==> src/rtl/egg_round_ctrl.sv <==
// egg_round_ctrl: whack-an-egg round sequencer with a ms tick prescaler, scoring and lives.
// Define ROUND_SPEEDUP_EN to shrink the display window as the score rises.
module egg_round_ctrl #(
  parameter int TICK_DIV   = 50000,
  parameter int SHOW_MS    = 1000,
  parameter int GAP_MS     = 300,
  parameter int SHOW_MIN   = 250,
  parameter int SPEED_STEP = 50
) (
  input  logic        clk,
  input  logic        rst,
  input  logic        start,
  input  logic [15:0] hit_key,
  input  logic [16:0] rnd_pos,
  input  logic [1:0]  rnd_color,
  output logic        remake,
  output logic [15:0] egg_pos,
  output logic [1:0]  egg_color,
  output logic [7:0]  score,
  output logic [1:0]  lives,
  output logic        game_over,
  output logic        hit_flag
);
  localparam int DW = $clog2(TICK_DIV);
  localparam logic [DW-1:0] DIV_LAST = DW'(TICK_DIV - 1);

  localparam logic [2:0] IDLE  = 3'd0;
  localparam logic [2:0] SPAWN = 3'd1;
  localparam logic [2:0] WAIT  = 3'd2;
  localparam logic [2:0] SHOW  = 3'd3;
  localparam logic [2:0] GAP   = 3'd4;
  localparam logic [2:0] OVER  = 3'd5;

  logic [2:0]    state, state_next;
  logic [DW-1:0] div_cnt;
  logic [15:0]   cnt;
  logic [15:0]   window;
  logic [15:0]   cand;
  logic          tick, pos_valid, hit, bomb, expire, lose;
  logic [1:0]    lives_dec;
  logic [8:0]    sum;
  logic [7:0]    score_sat;

`ifdef ROUND_SPEEDUP_EN
  int reduce;
  always_comb begin
    reduce = int'(score[7:3]) * SPEED_STEP;
    // Compare before subtracting so the window never wraps below SHOW_MIN.
    if (reduce >= SHOW_MS - SHOW_MIN)
      window = 16'(SHOW_MIN);
    else
      window = 16'(SHOW_MS - reduce);
  end
`else
  assign window = 16'(SHOW_MS);
`endif

  assign tick      = (div_cnt == DIV_LAST);
  assign cand      = rnd_pos[16:1];
  assign pos_valid = !rnd_pos[0] && (cand != 16'd0) && ((cand & (cand - 16'd1)) == 16'd0)
                     && (rnd_color != 2'b00);
  assign hit       = |(hit_key & egg_pos);
  assign bomb      = (egg_color == 2'b11);
  assign expire    = tick && (cnt <= 16'd1);
  // A hit outranks a simultaneous expiry.
  assign lose      = hit ? bomb : (expire && !bomb);
  assign lives_dec = (lives == 2'd0) ? 2'd0 : lives - 2'd1;
  assign sum       = {1'b0, score} + ((egg_color == 2'b10) ? 9'd2 : 9'd1);
  assign score_sat = sum[8] ? 8'hFF : sum[7:0];

  assign remake    = (state == SPAWN);
  assign game_over = (state == OVER);

  always_comb begin
    state_next = state;
    case (state)
      IDLE, OVER: if (start) state_next = SPAWN;
      SPAWN:      state_next = WAIT;
      WAIT:       state_next = pos_valid ? SHOW : SPAWN;
      SHOW:       if (hit || expire) state_next = (lose && lives_dec == 2'd0) ? OVER : GAP;
      GAP:        if (tick && cnt <= 16'd1) state_next = SPAWN;
      default:    state_next = IDLE;
    endcase
  end

  always_ff @(posedge clk or posedge rst) begin
    if (rst) begin
      state     <= IDLE;
      div_cnt   <= '0;
      cnt       <= '0;
      egg_pos   <= '0;
      egg_color <= '0;
      score     <= '0;
      lives     <= '0;
      hit_flag  <= 1'b0;
    end else begin
      state    <= state_next;
      hit_flag <= 1'b0;
      // Prescaler phase is realigned whenever a timed state begins.
      if ((state_next == SHOW || state_next == GAP) && state_next != state)
        div_cnt <= '0;
      else if (tick)
        div_cnt <= '0;
      else
        div_cnt <= div_cnt + 1'b1;

      case (state)
        IDLE, OVER: begin
          if (start) begin
            score <= 8'd0;
            lives <= 2'd3;
          end
        end
        WAIT: begin
          if (pos_valid) begin
            egg_pos   <= cand;
            egg_color <= rnd_color;
            cnt       <= window;
          end
        end
        SHOW: begin
          if (hit || expire) begin
            egg_pos   <= '0;
            egg_color <= '0;
            cnt       <= 16'(GAP_MS);
            if (lose) lives <= lives_dec;
            if (hit && !bomb) begin
              score    <= score_sat;
              hit_flag <= 1'b1;
            end
          end else if (tick) begin
            cnt <= cnt - 16'd1;
          end
        end
        GAP: if (tick) cnt <= cnt - 16'd1;
        default: ;
      endcase
    end
  end
endmodule

==> config.mk <==
export PLATFORM = sky130hd
export DESIGN_NAME = egg_round_ctrl
export DESIGN_NICKNAME = d
export VERILOG_FILES = /design/src/rtl/egg_round_ctrl.sv
export SDC_FILE = /design/constraint.sdc
export NUM_CORES = 1
export LEC_CHECK = 0
export CAP_MARGIN = 20
export CORE_UTILIZATION = 40
export CTS_CLUSTER_DIAMETER = 80
export DETAILED_ROUTE_END_ITERATION = 10
export PLACE_DENSITY = 0.68
export SKIP_CTS_REPAIR_TIMING = 1
export SLEW_MARGIN = 20
export SYNTH_ARGS = -nofsm -noshare
export SYNTH_HDL_FRONTEND = slang
export SYNTH_SLANG_ARGS = --single-unit
==> constraint.sdc <==
create_clock -name clk -period 4.06 [get_ports clk]
set_input_delay 0.609 -clock clk [delete_from_list [all_inputs] [get_ports clk]]
set_output_delay 0.609 -clock clk [all_outputs]
set_load 0.02 [all_outputs]
* After elaboration in Yosys (flattened, before gate mapping)
Index checks and enable logic that the tools add are counted.
Widths: inputs -> output; s select.
** Word-level totals
- Register bits after elaboration :: 64
- Bits in latches :: 0
- Bits in writable memories :: 0
- Memory bits (read-only) :: 0
- Bits of input ports :: 38
- Output and inout port bits :: 31
- Word-level logic and storage cells :: 92
- Memories kept :: 0
** Operators by class
- Add/subtract/negate cells :: 5
- Multipliers :: 0
- Divide/modulo/power cells :: 0
- $lt $le $gt $ge :: 1
- Eq/ne operators :: 16
- Shift-type cells :: 0
- Muxes and demuxes :: 33
- Bitwise gates (word level) :: 2
- Reduce and logical (&&, ||, !) cells :: 27
** Operator list (number)
- $mux 16 :: 7
- $pmux 16 s3 :: 1
- $and 16x16->16 :: 2
- $mux 8 :: 4
- $pmux 16 s2 :: 1
- $sub 16x1->16 const B :: 2
- $add 16x1->16 const B :: 1
- $eq 16x16->1 const B :: 1
- $le 16x1->1 const B :: 1
- $logic_not 16->1 :: 1
- $mux 2 :: 8
- $pmux 8 s2 :: 1
- $reduce_bool 16->1 :: 1
- $reduce_or 16->1 :: 1
- $pmux 3 s5 :: 1
- $ne 2x2->1 const B :: 5
- $add 8x2->9 :: 1
- $eq 3x2->1 const B :: 3
- $eq 3x3->1 const B :: 3
- $mux 3 :: 3
- $logic_and 1x1->1 :: 8
- $pmux 2 s2 :: 2
- $reduce_and 4->1 :: 2
- $reduce_bool 2->1 :: 3
- other kinds (13) :: 21

* Depth between registers and ports, before layout
Gate-level depths: netlist of the first run.
- Word-level depth :: 12
- Gate-level depth with buffers :: 11
- Depth with buffers taken out :: 10

* Worst setup path after synthesis of the first run
Ideal clock, no wire load.
- Path kind :: input -> register
- From :: input port rnd_pos[3]
- To :: register egg_pos[10]
- Library setup time :: 125 ps
- Arrival time :: 2824 ps
- Data required time :: 3935 ps
- Path slack :: 1112 ps
- Stages on the path :: 8
- Buffers on the path :: 2
- Path through :: nor4_1 -> nand3_1 -> a2111oi_0 -> nand2b_1 -> or4_1 -> clkbuf_1 -> buf_1 -> mux2_2
** On the way
- Longest elaborated chain between the ends :: 7
- Elaborated cells on any way between the ends :: 9
- Those cells by class :: add/sub (1); eq/ne (1); bitwise (1); reduce/logical (6)
** RTL lines
- start: declaration :: line 14 : input logic [16:0] rnd_pos,
- $sub 16x1->16 :: line 60 : assign pos_valid = !rnd_pos[0] && (cand != 16'd0) && ((cand & (cand - 16'd1)) == 16'd0)
- $and 16x16->16 :: line 60
- $logic_not 16->1 :: line 60
- $logic_and 1x1->1 (*) :: line 60
- $logic_and 1x1->1 (*) :: line 61 : && (rnd_color != 2'b00);
- $ne 2x2->1 (no line) (*)
- $reduce_and 3->1 (no line) (*)
- end signal: assignment :: line 116 : egg_pos <= cand;
- end: declaration :: line 17 : output logic [15:0] egg_pos,
Mark *: on every way between the ends. The rest lies on a longest branch, timed or not.
A chain may end at the register's enable or synchronous reset.

* Worst setup path after layout of the first run
Same ends and word-level chain as after synthesis.

==> impl_results.md, run 1 <==
* Status: finished with violations
* Failing checks: design-rule violations
* Most used standard cell by instance count after synthesis: dfrtp_1
* Max Fclk at 0.299 GHz
* Hold-critical path endpoint: div_cnt[0]
* Yosys warning total at 0
* Static leakage power at 1.99 nW
* DR WL/cell at 15.4 um
* Setup TNS at 0 ns
* Endpoint of the worst register-to-register path: div_cnt[3]
* Detailed Routing Iterations Pass 1 at 9
* Setup Viol. Count Final at 0
* Crit path from: rnd_pos[3]
* Leading cell types by count after synthesis: 64 x dfrtp_1, 28 x nor3_1, 27 x nand2_1, 26 x nor2_1, 21 x nor2b_1
* Htree depth at 3
* TritonCTS clock tree: built
* Share of the cycle needed by the critical path after routing at 82.4%
* Source-to-sink clock delay at the later pin of the worst-skew pair at 0.34 ns
* Via Count at 3204
* Power per unit of standard cell area at 369 nW/um^2
* Stage delay of the slowest cell on the critical path at 0.84 ns
* Slack of the worst reg-to-reg path at 0.98 ns
* Core Rows at 34
* Element type at the critical path end: flip-flop
* Dominant synthesized flop cell: dfrtp_1
* CP startpoint kind: input pin
* IO Port Bufs at 68
* Number of enable-type register cells in the synthesized netlist at 0
* Post-synthesis async set-or-reset flop share at 100%
* CTS buffer count at 9
* Worst-path cell chain: clkdlybuf4s50_1 -> nor4_1 -> buf_4 -> nand3_1 -> a2111oi_0 -> nand2b_1 -> or4_1 -> mux2_2
* Antenna diodes at 0
* Final Hold Vio Count at 0
* Initial antenna violation count at 0
* Max Fanout on Critical Path at 22
* Peak supply drop at 0.000157 V
* Die span in x at 98.2 um
* Net count, final at 504
* Worst max-slew margin expressed relative to the limit at 39.6%
* Start point of the worst hold path: div_cnt[0]
* Transition at the pin with the smallest max-transition slack at 0.905 ns
* Aggregate global routing overflow at 0
* Clock sink count at 64
* Count of max-cap constraint violations at 0
* Die ar. at 9650 um^2
* Die Span Y at 98.2 um
* Worst path slowest cell: or4_1
* Nets in the synthesized netlist at 434
* Clock Root Buffer: clkbuf_8
* Reg2reg path depth at 7
* Unique masters post-synth at 54
* Drt total wl at 8820 um
* Detailed router's first-iteration violation count at 135
* Ranking of synthesized cells by area: dfrtp_1 43%, mux2_2 5.5%, nor3_1 3.8%
* Arrival time of the worst setup path at 3.57 ns
* Area growth, synth to finish at 26.9%
* Global routing usage summed across all routing layers at 19.4%
* Cell Area, Placed at 4500 um^2
* Time the worst path needs with I/O delays and setup at 3.35 ns
* Finished layout cell area at 4700 um^2
* Setup repair after global routing missed its margin: no
* Final routed DRC violation total at 1
* Cell depth of the worst hold path at 1
* Max Transition Viols Final at 0
* Summed instance area of the synthesized netlist at 3700 um^2
* Clock tree buffer depth at 2
* Worst clock skew at 0.00758 ns
* Sequential area share after synthesis at 43.2%
* Fraction of final layout cells sized beyond drive strength 1 at 10.1%
* Detail-routed via count per cell at 5.59
* Share of Yosys cell area claimed by the top area cell type at 43.2%
* Cell family contributing the most delay on the critical path: simple AND/OR/NAND/NOR gates
* I/O pin total at 69
* Vias in the first global route at 3203
* Critical path required time at 4.28 ns
* Buf/Inv on CP at 2
* Worst reg2reg startpoint: cnt[12]
* Largest net degree at the start of global routing at 43
* Worst hold path class: flip-flop to flip-flop
* Library cell occupying the most area in the post-synthesis netlist: dfrtp_1
* Number of fillers in the final layout at 841
* Cells after Synth at 390
* Final weighted congestion of routability-driven global placement at 0.829
* Critical path class: input pin to flip-flop
* Worst-path clk slew at 0.07 ns
* Wire length of the first global-routing pass at 15200 um
* DRT antenna net count at 0
* Core footprint at 8850 um^2
* Effective utilization at floorplan at 41.9%
* DP HPWL at 6250 um
* Avg Inst Size Synth at 9.50 um^2
* Yosys reg bits at 64
## per-stage QoR
step / power (mW) / util (%) / hold slack [ns] / worst slack (ns) / std cells
after floorplan: 1.05 / - / 0.431 / 1.11 / 390
after global placement: 1.17 / 50.9 / 0.448 / 0.478 / 557
after detailed placement: 1.18 / 50.9 / 0.470 / 0.381 / 557
after CTS: 1.75 / 53.1 / 0.479 / 0.738 / 573
after global routing: 1.84 / 53.1 / 0.521 / 0.500 / 573
final: 1.73 / 53.1 / 0.477 / 0.713 / 573
## report_power, final
| part | internal [mW] | switching, mW |
|---|---|---|
| combinational | 0.164 | 0.195 |
| sequential | 0.717 | 0.102 |
| clock | 0.316 | 0.239 |
| total | 1.20 | 0.536 |
## final cells by class
class,instances,area [um^2],area share [%]
clock buffers,13,159,3.38
clock inverters,3,40.0,0.852
inverters,10,37.5,0.799
multi-input cells,300,1990,42.4
flip-flops and latches,64,1600,34.1
well taps,108,135,2.87
repair buffers,75,733,15.6
## worst max path at each step
stage                              to  slack, ns  depth (start not counted)
final                     egg_pos[10]       0.71                          8
after global routing       egg_pos[9]       0.50                          8
after CTS                 egg_pos[15]       0.74                          8
after detailed placement  egg_pos[10]       0.38                          8
after global placement     egg_pos[5]       0.48                          8
after floorplan           egg_pos[10]       1.11                          8
## sequential cells by signal, summed over array words and instances, names as in the netlist
register and count:
cnt 16, div_cnt 16, egg_color 2, egg_pos 16
hit_flag 1, lives 2, score 8, state 3
## cells in the final DEF, fill, tap and decap left out, types with 6 or more instances in the layout
| cell | count |
|---|---|
| a21oi_1 | 12 |
| a22oi_1 | 9 |
| and3_1 | 6 |
| buf_4 | 7 |
| clkbuf_8 | 11 |
| clkdlybuf4s50_1 | 68 |
| dfrtp_1 | 64 |
| inv_1 | 9 |
| mux2_2 | 18 |
| nand2_1 | 27 |
| nand2b_1 | 7 |
| nand3_1 | 17 |
| nor2_1 | 26 |
| nor2b_1 | 21 |
| nor3_1 | 28 |
| nor4_1 | 19 |
| o21ai_0 | 11 |
| or3_1 | 6 |
| or4_1 | 7 |
| xnor2_1 | 12 |
| xor2_1 | 13 |
## logic make-up after synthesis
logic type / Yosys count / synth area share, %
simple gates: 188 / 28.2
flops: 64 / 43.2
compound gates: 60 / 11.1
buf+inv: 26 / 3.01
xor+xnor: 25 / 5.91
mux: 20 / 6.01
fa+ha+maj: 7 / 2.50
## metal layers
layer	share of wire (%)	vias to the layer above	track usage (%)	wire length [um]
met5	0	-	0	0
met2	46	71	31.4	4080
met3	4.2	7	4.37	367
met4	0.84	0	5.05	74
met1	49	1558	26.3	4300
li1	-	1568	-	-
Power figures use the tool's default switching activity.
==> run 2, diff against run 1 <==
PLACE_DENSITY = 0.7   (was 0.68)
clock period = 3.05 ns   (was 4.06 ns; I/O delays follow)
==> run 2 against run 1 <==
  * The flow still finishes with violations (design-rule violations)
  * Global-route usage increased by 0.64 points
  * Clock-buffer cell count decreased by 1
  * Core utilization increased by 2.6 points
  * Routed wire length increased by 2.2%
  * First-iteration DRC count increased by 14%
  * Critical path type is now flip-flop to flip-flop
  * Sequential power increased by 33%
  * Clock power increased by 48%
  * Register-to-register slack got worse by 0.82 ns
==> impl_results.md, run 2 (same netlist as run 1, synthesis figures left out) <==
* Max Fanout on Critical Path at 16 (was 22)
* I/O pin total at 69 (unchanged)
* Area growth, synth to finish at 33.1% (was 26.9%)
* Finished layout cell area at 4930 um^2 (was 4700 um^2)
* Drt total wl at 9010 um (was 8820 um)
* Worst reg2reg startpoint: cnt[12] (unchanged)
* Status: finished with violations (unchanged)
* Peak supply drop at 0.000276 V (was 0.000157 V)
* Footprint of the flip-flops and latches at 1600 um^2 (unchanged)
* Initial antenna violation count at 0 (unchanged)
* Die Span Y at 98.2 um (unchanged)
* CP startpoint kind: flip-flop (was input pin)
* Setup slack after layout at 0.164 ns (was 0.713 ns)
* Hold-critical path endpoint: div_cnt[0] (unchanged)
* Htree depth at 3 (unchanged)
* IO Port Bufs at 68 (unchanged)
* Time the worst path needs with I/O delays and setup at 2.89 ns
* Die ar. at 9650 um^2 (unchanged)
* Element type at the critical path end: flip-flop (unchanged)
* Critical path required time at 3.27 ns (was 4.28 ns)
* Worst-path clk slew at 0.07 ns (about the same)
* Antenna diodes at 0 (unchanged)
* Worst hold path class: flip-flop to flip-flop (unchanged)
* Final routed DRC violation total at 1 (unchanged)
* Count of max-cap constraint violations at 0 (unchanged)
* Clock sink count at 64 (unchanged)
* Clock Root Buffer: clkbuf_8 (unchanged)
* Share of the cycle needed by the critical path after routing at 94.6%
* Detailed router's first-iteration violation count at 154 (was 135)
* Setup TNS at 0 ns (unchanged)
* Final hold slack at 0.475 ns (was 0.477 ns)
* Endpoint of the worst register-to-register path: div_cnt[3] (unchanged)
* TritonCTS clock tree: built (unchanged)
* Setup Viol. Count Final at 0 (unchanged)
* Failing checks: design-rule violations (unchanged)
* Static leakage power at 2.10 nW (was 1.99 nW)
* Critical path class: flip-flop to flip-flop (was input pin to flip-flop)
* Effective utilization at floorplan at 41.9% (unchanged)
* Fraction of final layout cells sized beyond drive strength 1 at 14.0% (was 10.1%)
* Via Count at 3271 (was 3204)
* Cell Area, Placed at 4700 um^2 (was 4500 um^2)
* Aggregate global routing overflow at 0 (unchanged)
* Leading cell types in the layout, fill and taps excluded: 68 x clkdlybuf4s50_1, 64 x dfrtp_1, 28 x nor3_1 (unchanged)
* Worst clock skew at 0.00448 ns (was 0.00758 ns)
* Source-to-sink clock delay at the later pin of the worst-skew pair at 0.33 ns (was 0.34 ns)
* Worst Setup Slack post-DPL at -0.0663 ns (was 0.381 ns)
* Power per unit of standard cell area at 490 nW/um^2 (was 369 nW/um^2)
* Global routing usage summed across all routing layers at 20.0% (was 19.4%)
* CTS buffer count at 9 (unchanged)
* Setup repair after global routing missed its margin: no (unchanged)
* Vias in the first global route at 3260 (was 3203)
* DRT antenna net count at 0 (unchanged)
* Largest net degree at the start of global routing at 37 (was 43)
* Detail-routed via count per cell at 5.53 (was 5.59)
* Max Transition Viols Final at 0 (unchanged)
* Slack of the worst reg-to-reg path at 0.16 ns (was 0.98 ns)
* Arrival time of the worst setup path at 3.10 ns (was 3.57 ns)
* Core Rows at 34 (unchanged)
* Worst max-slew margin expressed relative to the limit at 43.5% (was 39.6%)
* Clock tree buffer depth at 2 (unchanged)
* Most common cell after layout, fill and taps aside: clkdlybuf4s50_1 (unchanged)
* Core footprint at 8850 um^2 (unchanged)
* Area of combinational cells with multiple inputs at 2000 um^2 (was 1990 um^2)
* Tot Pwr at 2.42 mW (was 1.73 mW)
* Reg2reg path depth at 7 (unchanged)
* Number of fillers in the final layout at 804 (was 841)
* Largest registers: cnt: 16 flops, div_cnt: 16 flops, egg_pos: 16 flops (unchanged)
* Final Hold Vio Count at 0 (unchanged)
* Wire length of the first global-routing pass at 15700 um (was 15200 um)
* Start point of the worst hold path: div_cnt[0] (unchanged)
* Max Fclk at 0.346 GHz
* Transition at the pin with the smallest max-transition slack at 0.841 ns (was 0.905 ns)
* DP HPWL at 6590 um (was 6250 um)
* Detailed Routing Iterations Pass 1 at 9 (unchanged)
* Net count, final at 524 (was 504)
* DR WL/cell at 15.2 um (was 15.4 um)
* Final weighted congestion of routability-driven global placement at 0.813 (was 0.829)
* Cell depth of the worst hold path at 1 (unchanged)
* Die span in x at 98.2 um (unchanged)
## run 2: metrics by stage
step	util [%]	instances
6_report	55.7	592
5_1_grt	55.7	592
4_1_cts	55.6	592
3_3_place_gp	53.1	577
2_1_floorplan	-	390
3_5_place_dp	53.1	577
## run 2: power by group
group          total [mW]  switching, mW  internal [mW]
logic               0.506          0.267          0.239
registers            1.09          0.132          0.955
clock network       0.824          0.324          0.500
total                2.42          0.723           1.69
## run 2: worst max-delay path: stages (launching register included)
cell     delay [ns]
dfrtp_1        0.39
or4_4          0.54
or4_1          0.58
or3_4          0.40
o211a_1        0.28
nor4_4         0.33
buf_12         0.18
nor4_1         0.06
## run 2: worst max path at each step
stage                    start      endpoint  slack [ns]  depth (start not counted)
finish                 cnt[12]    div_cnt[3]        0.16                          7
global route           cnt[11]    div_cnt[9]        0.07                          7
floorplan              cnt[12]   div_cnt[14]        0.12                          8
detailed placement  rnd_pos[3]    egg_pos[2]       -0.07                          9
global placement    rnd_pos[3]  egg_color[0]        0.04                          8
CTS                    cnt[12]    div_cnt[4]        0.09                          7
## run 2: metal layers
layer	up-vias	global-route usage, %	part of all wire [%]
li1	1607	-	-
met1	1579	27.3	47
met2	78	32.2	48
met3	7	4.94	4.6
met4	0	4.59	0.52
met5	-	0	0
## run 2: cell type report
class                           count  area share [%]
Tap cell                          108            2.74
Clock inverter                      3            1.32
Timing Repair Buffer               95            18.9
Inverter                           10           0.762
Clock buffer                       12            3.15
Sequential cell                    64            32.5
Multi-Input combinational cell    300            40.6
==> run 3, diff against run 2 <==
CORE_MARGIN = 1.5   (was not set)
==> run 3 against run 2 <==
  * The run now ends clean
  * Routed wire length grew 1.8%
  * Clock skew grew 0.0088 ns
  * Flip-flop and latch count unchanged
  * Combinational power rose by 0.8%
  * First-iteration DRC count shrank 20%
  * Clock power grew 14%
==> impl_results.md, run 3 (same netlist as run 1, synthesis figures left out) <==
* IO Port Bufs at 68 (unchanged)
* Final weighted congestion of routability-driven global placement at 0.873 (was 0.813)
* Power per unit of standard cell area at 508 nW/um^2 (was 490 nW/um^2)
* Area growth, synth to finish at 34.9% (was 33.1%)
* Via Count at 3317 (was 3271)
* Global routing usage summed across all routing layers at 19.4% (was 20.0%)
* CP startpoint kind: flip-flop (unchanged)
* Setup repair after global routing missed its margin: no (unchanged)
* Time the worst path needs with I/O delays and setup at 2.90 ns (was 2.89 ns)
* Clock sink count at 64 (unchanged)
* Worst reg2reg startpoint: cnt[11] (was cnt[12])
* Vias in the first global route at 3303 (was 3260)
* Transition at the pin with the smallest max-transition slack at 0.884 ns (was 0.841 ns)
* Element type at the critical path end: flip-flop (unchanged)
* Critical path required time at 3.27 ns (about the same)
* Number of cells in the design after placement at 580 (was 577)
* Antenna diodes at 0 (unchanged)
* Cell depth of the worst hold path at 1 (unchanged)
* Die span in x at 99.2 um (was 98.2 um)
* Critical path class: flip-flop to flip-flop (unchanged)
* DRT antenna net count at 0 (unchanged)
* Core footprint at 8850 um^2 (unchanged)
* Die Span Y at 99.2 um (was 98.2 um)
* Initial antenna violation count at 0 (unchanged)
* Max Transition Viols Final at 0 (unchanged)
* Drt total wl at 9170 um (was 9010 um)
* Setup TNS at 0 ns (unchanged)
* Arrival time of the worst setup path at 3.11 ns (was 3.10 ns)
* Largest registers: cnt: 16 flops, div_cnt: 16 flops, egg_pos: 16 flops (unchanged)
* Status: complete, no violations (was finished with violations)
* Non-filler instance count after layout at 596 (was 592)
* Share of the cycle needed by the critical path after routing at 95.0% (was 94.6%)
* Detailed router's first-iteration violation count at 123 (was 154)
* Max Fanout on Critical Path at 16 (unchanged)
* Worst clock skew at 0.0133 ns (was 0.00448 ns)
* Finished layout cell area at 4990 um^2 (was 4930 um^2)
* Core Rows at 34 (unchanged)
* Worst max-slew margin expressed relative to the limit at 40.6% (was 43.5%)
* Count of max-cap constraint violations at 0 (unchanged)
* Aggregate global routing overflow at 0 (unchanged)
* Detail-routed via count per cell at 5.57 (was 5.53)
* TritonCTS clock tree: built (unchanged)
* Slack of the worst reg-to-reg path at 0.15 ns (was 0.16 ns)
* Start point of the worst hold path: div_cnt[0] (unchanged)
* DR WL/cell at 15.4 um (was 15.2 um)
* Leading cell types in the layout, fill and taps excluded: 68 x clkdlybuf4s50_1, 64 x dfrtp_1, 28 x nor3_1 (unchanged)
* Peak supply drop at 0.000259 V (was 0.000276 V)
* I/O pin total at 69 (unchanged)
* Final Hold Vio Count at 0 (unchanged)
* Die ar. at 9850 um^2 (was 9650 um^2)
* Clock tree buffer depth at 2 (unchanged)
* Worst-path clk slew at 0.07 ns (about the same)
* Endpoint of the worst register-to-register path: div_cnt[8] (was div_cnt[3])
* CTS buffer count at 9 (unchanged)
* Setup Viol. Count Final at 0 (unchanged)
* Reg2reg path depth at 7 (unchanged)
* DP HPWL at 6660 um (was 6590 um)
* Wire length of the first global-routing pass at 15500 um (was 15700 um)
* Net count, final at 527 (was 524)
* Fraction of final layout cells sized beyond drive strength 1 at 15.0% (was 14.0%)
* Effective utilization at floorplan at 41.9% (unchanged)
* Htree depth at 3 (unchanged)
* Clock Root Buffer: clkbuf_8 (unchanged)
* Worst hold path class: flip-flop to flip-flop (unchanged)
* Final routed DRC violation total at 0 (was 1)
* Cell Area, Placed at 4720 um^2 (was 4700 um^2)
* Max Fclk at 0.345 GHz (was 0.346 GHz)
* Static leakage power at 2.14 nW (was 2.10 nW)
* Source-to-sink clock delay at the later pin of the worst-skew pair at 0.34 ns (was 0.33 ns)
* Hold-critical path endpoint: div_cnt[0] (unchanged)
* Largest net degree at the start of global routing at 34 (was 37)
* Most common cell after layout, fill and taps aside: clkdlybuf4s50_1 (unchanged)
* Detailed Routing Iterations Pass 1 at 4 (was 9)
## run 3: worst max-delay path, cell delays in order, from the launching register on
cell	delay, ns
dfrtp_1	0.41
or4_4	0.55
or4_1	0.58
or3_4	0.39
o211a_1	0.28
nor4_4	0.32
buf_12	0.18
nor4_1	0.06
## run 3: worst max-delay path by stage
stage	start	endpoint	slack [ns]	depth (start not counted)
floorplan	cnt[12]	div_cnt[14]	0.12	8
global placement	rnd_pos[3]	egg_pos[7]	0.02	8
detailed placement	rnd_pos[3]	egg_pos[14]	-0.18	8
CTS	cnt[11]	div_cnt[8]	0.06	7
global route	rnd_pos[3]	egg_pos[14]	0.05	8
finish	cnt[11]	div_cnt[8]	0.15	7
## run 3: through the flow
| stage | total power, mW | hold slack, ns | worst slack [ns] | utilization (%) |
|---|---|---|---|---|
| after floorplan | 1.40 | 0.431 | 0.124 | - |
| after global placement | 1.59 | 0.444 | 0.0211 | 53.4 |
| after detailed placement | 1.60 | 0.463 | -0.179 | 53.4 |
| after CTS | 2.56 | 0.495 | 0.0622 | 56.4 |
| after global routing | 2.69 | 0.499 | 0.0464 | 56.4 |
| final | 2.54 | 0.489 | 0.153 | 56.4 |
## run 3: metal layers
| layer | GRT usage [%] | share of wire, % | vias up |
|---|---|---|---|
| met5 | 0 | 0 | - |
| met4 | 5.42 | 1.0 | 0 |
| met3 | 4.15 | 3.8 | 12 |
| met1 | 26.3 | 48 | 1615 |
| li1 | - | - | 1619 |
| met2 | 31.5 | 48 | 71 |
## run 3: layout make-up
cell class / count / area [um^2]
flip-flops and latches: 64 / 1600
clock buffers: 12 / 165
well taps: 108 / 135
multi-input cells: 300 / 2000
repair buffers: 98 / 956
fillers: 806 / 3850
inverters: 10 / 37.5
clock inverters: 4 / 98.8
## run 3: report_power, final
| part | switching, mW | total (mW) | internal [mW] |
|---|---|---|---|
| logic | 0.271 | 0.510 | 0.239 |
| clock network | 0.329 | 0.941 | 0.612 |
| registers | 0.134 | 1.09 | 0.955 |
| total | 0.735 | 2.54 | 1.81 |
